<file path="src/rtl/prog_mem_loader_if.sv">
// Loader and fetch signal bundle for prog_mem_loader.
// The master side feeds chunks and fetch addresses; the slave side is the memory.
interface prog_mem_loader_if #(
    parameter int Psize = 5,
    parameter int Isize = 20,
    parameter int Csize = 8
);
    logic             start;
    logic             ld_valid;
    logic [Csize-1:0] ld_data;
    logic             ld_last;
    logic             ld_ready;
    logic             loaded;
    logic [Psize:0]   prog_count;
    logic [Psize-1:0] address;
    logic [Isize-1:0] I;
    logic             I_valid;

    modport master (
        output start, ld_valid, ld_data, ld_last, address,
        input  ld_ready, loaded, prog_count, I, I_valid
    );

    modport slave (
        input  start, ld_valid, ld_data, ld_last, address,
        output ld_ready, loaded, prog_count, I, I_valid
    );
endinterface

</file>
<file path="src/rtl/prog_mem_loader.sv">
// Loadable program memory: assembles chunked instruction words into a RAM,
// then serves registered single-cycle fetches.
//
// state  | meaning
// S_LOAD | accepting loader chunks, fetch output forced to zero
// S_RUN  | program resident, serving fetches
module prog_mem_loader #(
    parameter int Psize = 5,
    parameter int Isize = 20,
    parameter int Csize = 8
) (
    input  logic                clk,
    input  logic                nReset,
    prog_mem_loader_if.slave    bus
);
    localparam int NCH   = (Isize + Csize - 1) / Csize;
    localparam int CW    = (NCH > 1) ? $clog2(NCH) : 1;
    localparam int DEPTH = 2 ** Psize;

    typedef enum logic {S_LOAD, S_RUN} state_t;

    state_t           r_state;
    state_t           w_next;
    logic [Psize:0]   r_wptr;
    logic [CW-1:0]    r_chunk;
    logic [Isize-1:0] r_asm;
    logic [Isize-1:0] r_mem [DEPTH];
    logic [Isize-1:0] r_instr;
    logic             r_ivalid;

    logic [Isize-1:0] w_word;
    logic             w_ready;
    logic             w_accept;
    logic             w_write;
    logic             w_full;
    logic             w_hit;

    assign w_ready  = (r_state == S_LOAD) && !bus.start;
    assign w_accept = bus.ld_valid && w_ready;
    assign w_write  = w_accept && ((r_chunk == CW'(NCH - 1)) || bus.ld_last);
    assign w_full   = (r_wptr == (Psize + 1)'(DEPTH - 1));
    assign w_hit    = ({1'b0, bus.address} < r_wptr);

    // Unreceived chunks read as zero because r_asm is cleared after every write.
    always_comb begin
        w_word = r_asm;
        for (int i = 0; i < Isize; i++) begin
            if ((i / Csize) == int'(r_chunk)) begin
                w_word[i] = bus.ld_data[i % Csize];
            end
        end
    end

    always_comb begin
        w_next = r_state;
        if (bus.start) begin
            w_next = S_LOAD;
        end else if ((r_state == S_LOAD) && w_write && (bus.ld_last || w_full)) begin
            w_next = S_RUN;
        end
    end

    always_ff @(posedge clk or negedge nReset) begin
        if (!nReset) begin
            r_state  <= S_LOAD;
            r_wptr   <= '0;
            r_chunk  <= '0;
            r_asm    <= '0;
            r_instr  <= '0;
            r_ivalid <= 1'b0;
        end else begin
            r_state <= w_next;
            if (bus.start) begin
                r_wptr  <= '0;
                r_chunk <= '0;
                r_asm   <= '0;
            end else if (w_accept) begin
                if (w_write) begin
                    r_wptr  <= r_wptr + 1'b1;
                    r_chunk <= '0;
                    r_asm   <= '0;
                end else begin
                    r_chunk <= r_chunk + 1'b1;
                    r_asm   <= w_word;
                end
            end
            // Gating with start lets I_valid drop on the very next cycle of a restart.
            if ((r_state == S_RUN) && !bus.start) begin
                r_instr  <= w_hit ? r_mem[bus.address] : '0;
                r_ivalid <= 1'b1;
            end else begin
                r_instr  <= '0;
                r_ivalid <= 1'b0;
            end
        end
    end

    always_ff @(posedge clk) begin
        if (w_write) begin
            r_mem[r_wptr[Psize-1:0]] <= w_word;
        end
    end

    assign bus.ld_ready   = w_ready;
    assign bus.loaded     = (r_state == S_RUN);
    assign bus.prog_count = r_wptr;
    assign bus.I          = r_instr;
    assign bus.I_valid    = r_ivalid;
endmodule

</file>
<file path="src/flat_wrapper.sv">
// flat-port wrapper written by rule: the top's interface ports become plain ports
module prog_mem_loader_flat 
#(
    parameter int Psize = 5,
    parameter int Isize = 20,
    parameter int Csize = 8
)
  (clk, nReset, bus_start, bus_ld_valid, bus_ld_data, bus_ld_last, bus_address, bus_ld_ready, bus_loaded, bus_prog_count, bus_I, bus_I_valid);
  prog_mem_loader_if #(.Psize(Psize), .Isize(Isize), .Csize(Csize)) bus_i ();
  input  logic clk;
  input  logic nReset;
  input wire logic [$bits(bus_i.start)-1:0] bus_start;
  input wire logic [$bits(bus_i.ld_valid)-1:0] bus_ld_valid;
  input wire logic [$bits(bus_i.ld_data)-1:0] bus_ld_data;
  input wire logic [$bits(bus_i.ld_last)-1:0] bus_ld_last;
  input wire logic [$bits(bus_i.address)-1:0] bus_address;
  output wire logic [$bits(bus_i.ld_ready)-1:0] bus_ld_ready;
  output wire logic [$bits(bus_i.loaded)-1:0] bus_loaded;
  output wire logic [$bits(bus_i.prog_count)-1:0] bus_prog_count;
  output wire logic [$bits(bus_i.I)-1:0] bus_I;
  output wire logic [$bits(bus_i.I_valid)-1:0] bus_I_valid;
  assign bus_i.start = bus_start;
  assign bus_i.ld_valid = bus_ld_valid;
  assign bus_i.ld_data = bus_ld_data;
  assign bus_i.ld_last = bus_ld_last;
  assign bus_i.address = bus_address;
  assign bus_ld_ready = bus_i.ld_ready;
  assign bus_loaded = bus_i.loaded;
  assign bus_prog_count = bus_i.prog_count;
  assign bus_I = bus_i.I;
  assign bus_I_valid = bus_i.I_valid;
  prog_mem_loader #(.Psize(Psize), .Isize(Isize), .Csize(Csize)) u_core (.clk(clk), .nReset(nReset), .bus(bus_i));
endmodule
</file>
<file path="config.mk">
export PLATFORM = sky130hd
export DESIGN_NAME = prog_mem_loader_flat
export DESIGN_NICKNAME = d
export VERILOG_FILES = /design/src/rtl/prog_mem_loader_if.sv /design/src/rtl/prog_mem_loader.sv /design/src/flat_wrapper.sv
export SDC_FILE = /design/constraint.sdc
export NUM_CORES = 1
export LEC_CHECK = 0
export BUFFER_PORTS_ARGS = -buffer_cell sky130_fd_sc_hd__buf_4
export CAP_MARGIN = 5
export CORE_MARGIN = 4
export CORE_UTILIZATION = 30
export DETAILED_ROUTE_END_ITERATION = 8
export PLACE_DENSITY_LB_ADDON = 0.3
export REMOVE_ABC_BUFFERS = 1
export SLEW_MARGIN = 20
export SYNTH_ARGS = -nofsm -noshare
export SYNTH_HDL_FRONTEND = slang
export SYNTH_SLANG_ARGS = --single-unit
</file>
<file path="constraint.sdc">
create_clock -name clk -period 5.2 [get_ports clk]
set_input_delay 0.52 -clock clk [delete_from_list [all_inputs] [get_ports clk]]
set_output_delay 0.52 -clock clk [all_outputs]
set_load 0.1 [all_outputs]
</file>
==> impl_metrics.py <==
metrics = {
    "floorplan": {
        "initial_core_util": 0.3046,
        "die-area_mm2": 0.09346,
        "die_x_um": 305.7,
        "fp.coreArea_mm2": 0.08729,
        "ios": 47,
        "rows": 108,
        "die_y_um": 305.7,
    },
    "min_path": {
        "holdPathEnd": "u_core.bus.prog_count[5]",
        "hold_path_depth": 2,
        "worstHoldStart": "bus_start",
        "hp-class": "in2reg",
    },
    "clocking": {
        "cts_buffers": 71,
        "cts_resized": 0,
        "holdBufCountCts": 1,
        "cts.path.max_buffers": 3,
        "root_buffer": "clkbuf_16",
        "cts_setup_buffers": 0,
        "cts_sinks": 690,
        "clk_pin_slew_ps": 60,
        "cts_htree_levels": 3,
        "cts_tree": "done",
        "insertion_delay_ps": 590,
    },
    "power": {
        "p_comb_frac": 0.056,
        "intPower_w": 0.009078,
        "power.density_mw_per_mm2": 376.6,
        "irDropWorstVdd_v": 0.0002206,
        "netSwitchingFraction": 0.2137,
        "pwr-share-seq": 0.533,
        "leakage_nw": 9.952,
        "switching_power_w": 0.002468,
        "p_clk_frac": 0.410,
    },
    "sta": {
        "fin_crit_ps": 3219,
        "finClkSkew_ps": 14.09,
        "max_freq_mhz": 310.7,
        "setup_violations": 0,
        "worst_hold_slack_ps": 210.5,
        "worst_pin_slew_ps": 963.2,
        "max-slew-margin-rel": 0.3560,
        "rsz0062_at_grt": "no",
        "timing.final.ws_setup_ps": 1981,
        "hold_viol_final": 0,
        "drv_slew": 0,
        "setup-tns-final_ps": 0,
        "fin_crit_sh": 0.6190,
    },
    "global_route": {
        "met3_usage": 0.02935,
        "grt-ovfl-total": 0,
        "antenna_found_initial": 0,
        "busiest_layer": "met2",
        "grt_use_total": 0.1464,
        "grtUsageMet1": 0.2061,
        "grt_pass1_wl_um": 98390,
        "grt_max_degree": 107,
        "use_met2": 0.2323,
        "grt_pass1_vias": 12980,
    },
    "layout": {
        "layout_commonest_cell": "edfxtp_1",
        "antenna_cells": 0,
        "area_growth_pct": 15.30,
        "final_area_mm2": 0.03066,
        "most-common-layout-cells": "640 x edfxtp_1, 152 x mux4_2, 77 x buf_4",
        "num-nets-final": 1345,
        "drive_gt1_frac": 0.2885,
    },
    "setup_path": {
        "cp-start-kind": "flop",
        "r2r-start": "u_core.r_chunk[0]",
        "worstSetupPathType": "reg2reg",
        "worst_r2r_endpoint": "u_core.r_mem[4][14]",
        "required_ps": 5420,
        "cp-end-kind": "flop",
        "ff2ff_path_depth": 7,
        "r2r_setup_slack_ps": 1980,
        "cp_max_fo": 21,
        "worstPathArrival_ps": 3430,
    },
    "logic_synthesis": {
        "syn_avg_cell_area_um2": 21.72,
        "ys_types": 43,
        "async_flop_share": 0.07246,
        "synth_edf_count": 640,
        "synth_warnings": 0,
        "synth-main-ff-cell": "edfxtp_1",
        "synthCells": 1224,
        "synth-seq-cells": 690,
        "ys_seq_area_frac": 0.7698,
        "syn-cell-area_mm2": 0.02659,
    },
    "placed_design": {
        "gp_congestion": 0.7856,
        "placed_area_mm2": 0.02851,
        "dpl.hpwl_um": 41080,
        "post-place-ws_ps": 1593,
        "port_buffers": 46,
    },
    "detailed_routing": {
        "route.detailed.drc": 0,
        "routedWlPerCell_um": 27.37,
        "vias": 12680,
        "routed_wl_um": 68880,
        "first_pass_iters": 7,
        "drtIter0Drc": 1250,
        "vias_per_cell": 5.036,
        "ant_nets": 0,
    },
    "run_status": {
        "outcome": "completed",
    },
    "run": {
        "cap_violations": 0,
    },
}
-- worst max-delay path, cell delays in order (launching register included) --
cell	delay (ps)
dfrtp_1	410
inv_1	90
ha_1	280
nor2_1	80
buf_4	210
and3b_1	560
nand2_1	500
nor2_4	700
-- stage by stage --
step / cells / power [W] / utilization
floorplan: 1160 / 0.006589 / -
global placement: 2397 / 0.006926 / 0.3264
detailed placement: 2397 / 0.006940 / 0.3266
CTS: 2517 / 0.01168 / 0.3509
global route: 2517 / 0.01196 / 0.3512
finish: 2517 / 0.01155 / 0.3512
-- power by group through the flow --
stage / sequential (W) / clock [W] / combinational (W)
2_1_floorplan: 0.00629 / 0 / 0.000295
3_3_place_gp: 0.00627 / 0 / 0.000652
3_5_place_dp: 0.00627 / 0 / 0.000665
4_1_cts: 0.00616 / 0.00486 / 0.000666
5_1_grt: 0.00616 / 0.00511 / 0.000693
6_report: 0.00616 / 0.00474 / 0.000651
-- routing by layer --
metal | routed length [um] | part of all wire
met3 | 4282 | 0.062
met1 | 30140 | 0.44
met5 | 0 | 0
met2 | 33000 | 0.48
met4 | 1454 | 0.021
-- synthesized netlist by cell type (all sizes together) (2+ instances only) --
master | instances | area [um^2]
edfxtp | 640 | 19220
mux4 | 152 | 3423
dfrtp | 50 | 1251
mux2i | 49 | 490.5
nor2 | 44 | 165.2
buf | 40 | 200.2
a22oi | 39 | 292.8
mux2 | 26 | 292.8
clkbuf | 24 | 91.33
a21oi | 21 | 105.1
o22ai | 21 | 131.4
a32o | 20 | 200.2
or2 | 19 | 118.9
nand2 | 12 | 45.04
ha | 11 | 137.6
inv | 9 | 33.78
nand3 | 8 | 40.04
nor2b | 5 | 31.28
xnor2 | 5 | 43.79
a221o | 2 | 20.02
a311oi | 2 | 17.52
and2 | 2 | 12.51
nand2b | 2 | 20.02
nand4 | 2 | 12.51
nor3 | 2 | 10.01
o2111ai | 2 | 52.55
o211ai | 2 | 20.02
o21a | 2 | 15.01
o21ai | 2 | 10.01
o31ai | 2 | 15.01
-- worst max path at each step --
stage	slack [ps]	from	endpoint
6_report	1980	u_core.r_chunk[0]	u_core.r_mem[4][14]
5_1_grt	1720	u_core.r_chunk[0]	u_core.r_mem[5][13]
4_1_cts	1590	u_core.r_chunk[0]	u_core.r_mem[5][14]
3_5_place_dp	1590	u_core.r_chunk[0]	u_core.r_mem[5][9]
3_3_place_gp	1720	u_core.r_chunk[0]	u_core.r_mem[4][16]
2_1_floorplan	860	u_core.bus.loaded	u_core.r_mem[31][0]
-- cells by family (layout without fill, tap and decap cells) --
| family | Yosys count | after routing | synth area share |
|---|---|---|---|
| AOI/OAI and AO/OA | 120 | 120 | 0.03529 |
| xor gates and xnor gates | 5 | 5 | 0.001647 |
| adders and majority gates | 11 | 11 | 0.005176 |
| buffers and inverters | 74 | 212 | 0.01238 |
| DFF | 690 | 690 | 0.7698 |
| muxes | 227 | 227 | 0.1582 |
| and+or+nand+nor | 97 | 97 | 0.01746 |
-- sequential cells by signal, indices dropped and copies added, names as in the netlist --
name	flops
u_core.r_chunk	2
u_core.r_asm	20
u_core.r_mem	640
u_core.bus.prog_count	6
u_core.bus.I	20
u_core.bus.loaded	1
u_core.bus.I_valid	1
-- layout make-up --
type                       count  area, um^2
multi-input combinational    460        5916
sequential                   690       20470
tap                         1155        1445
clock buffer                  98        1941
timing repair buffer          83       676.9
clock inverter                21       171.4
fill                        8111       56640
inverter                      10       37.54
(Power assumes the default switching activity.)
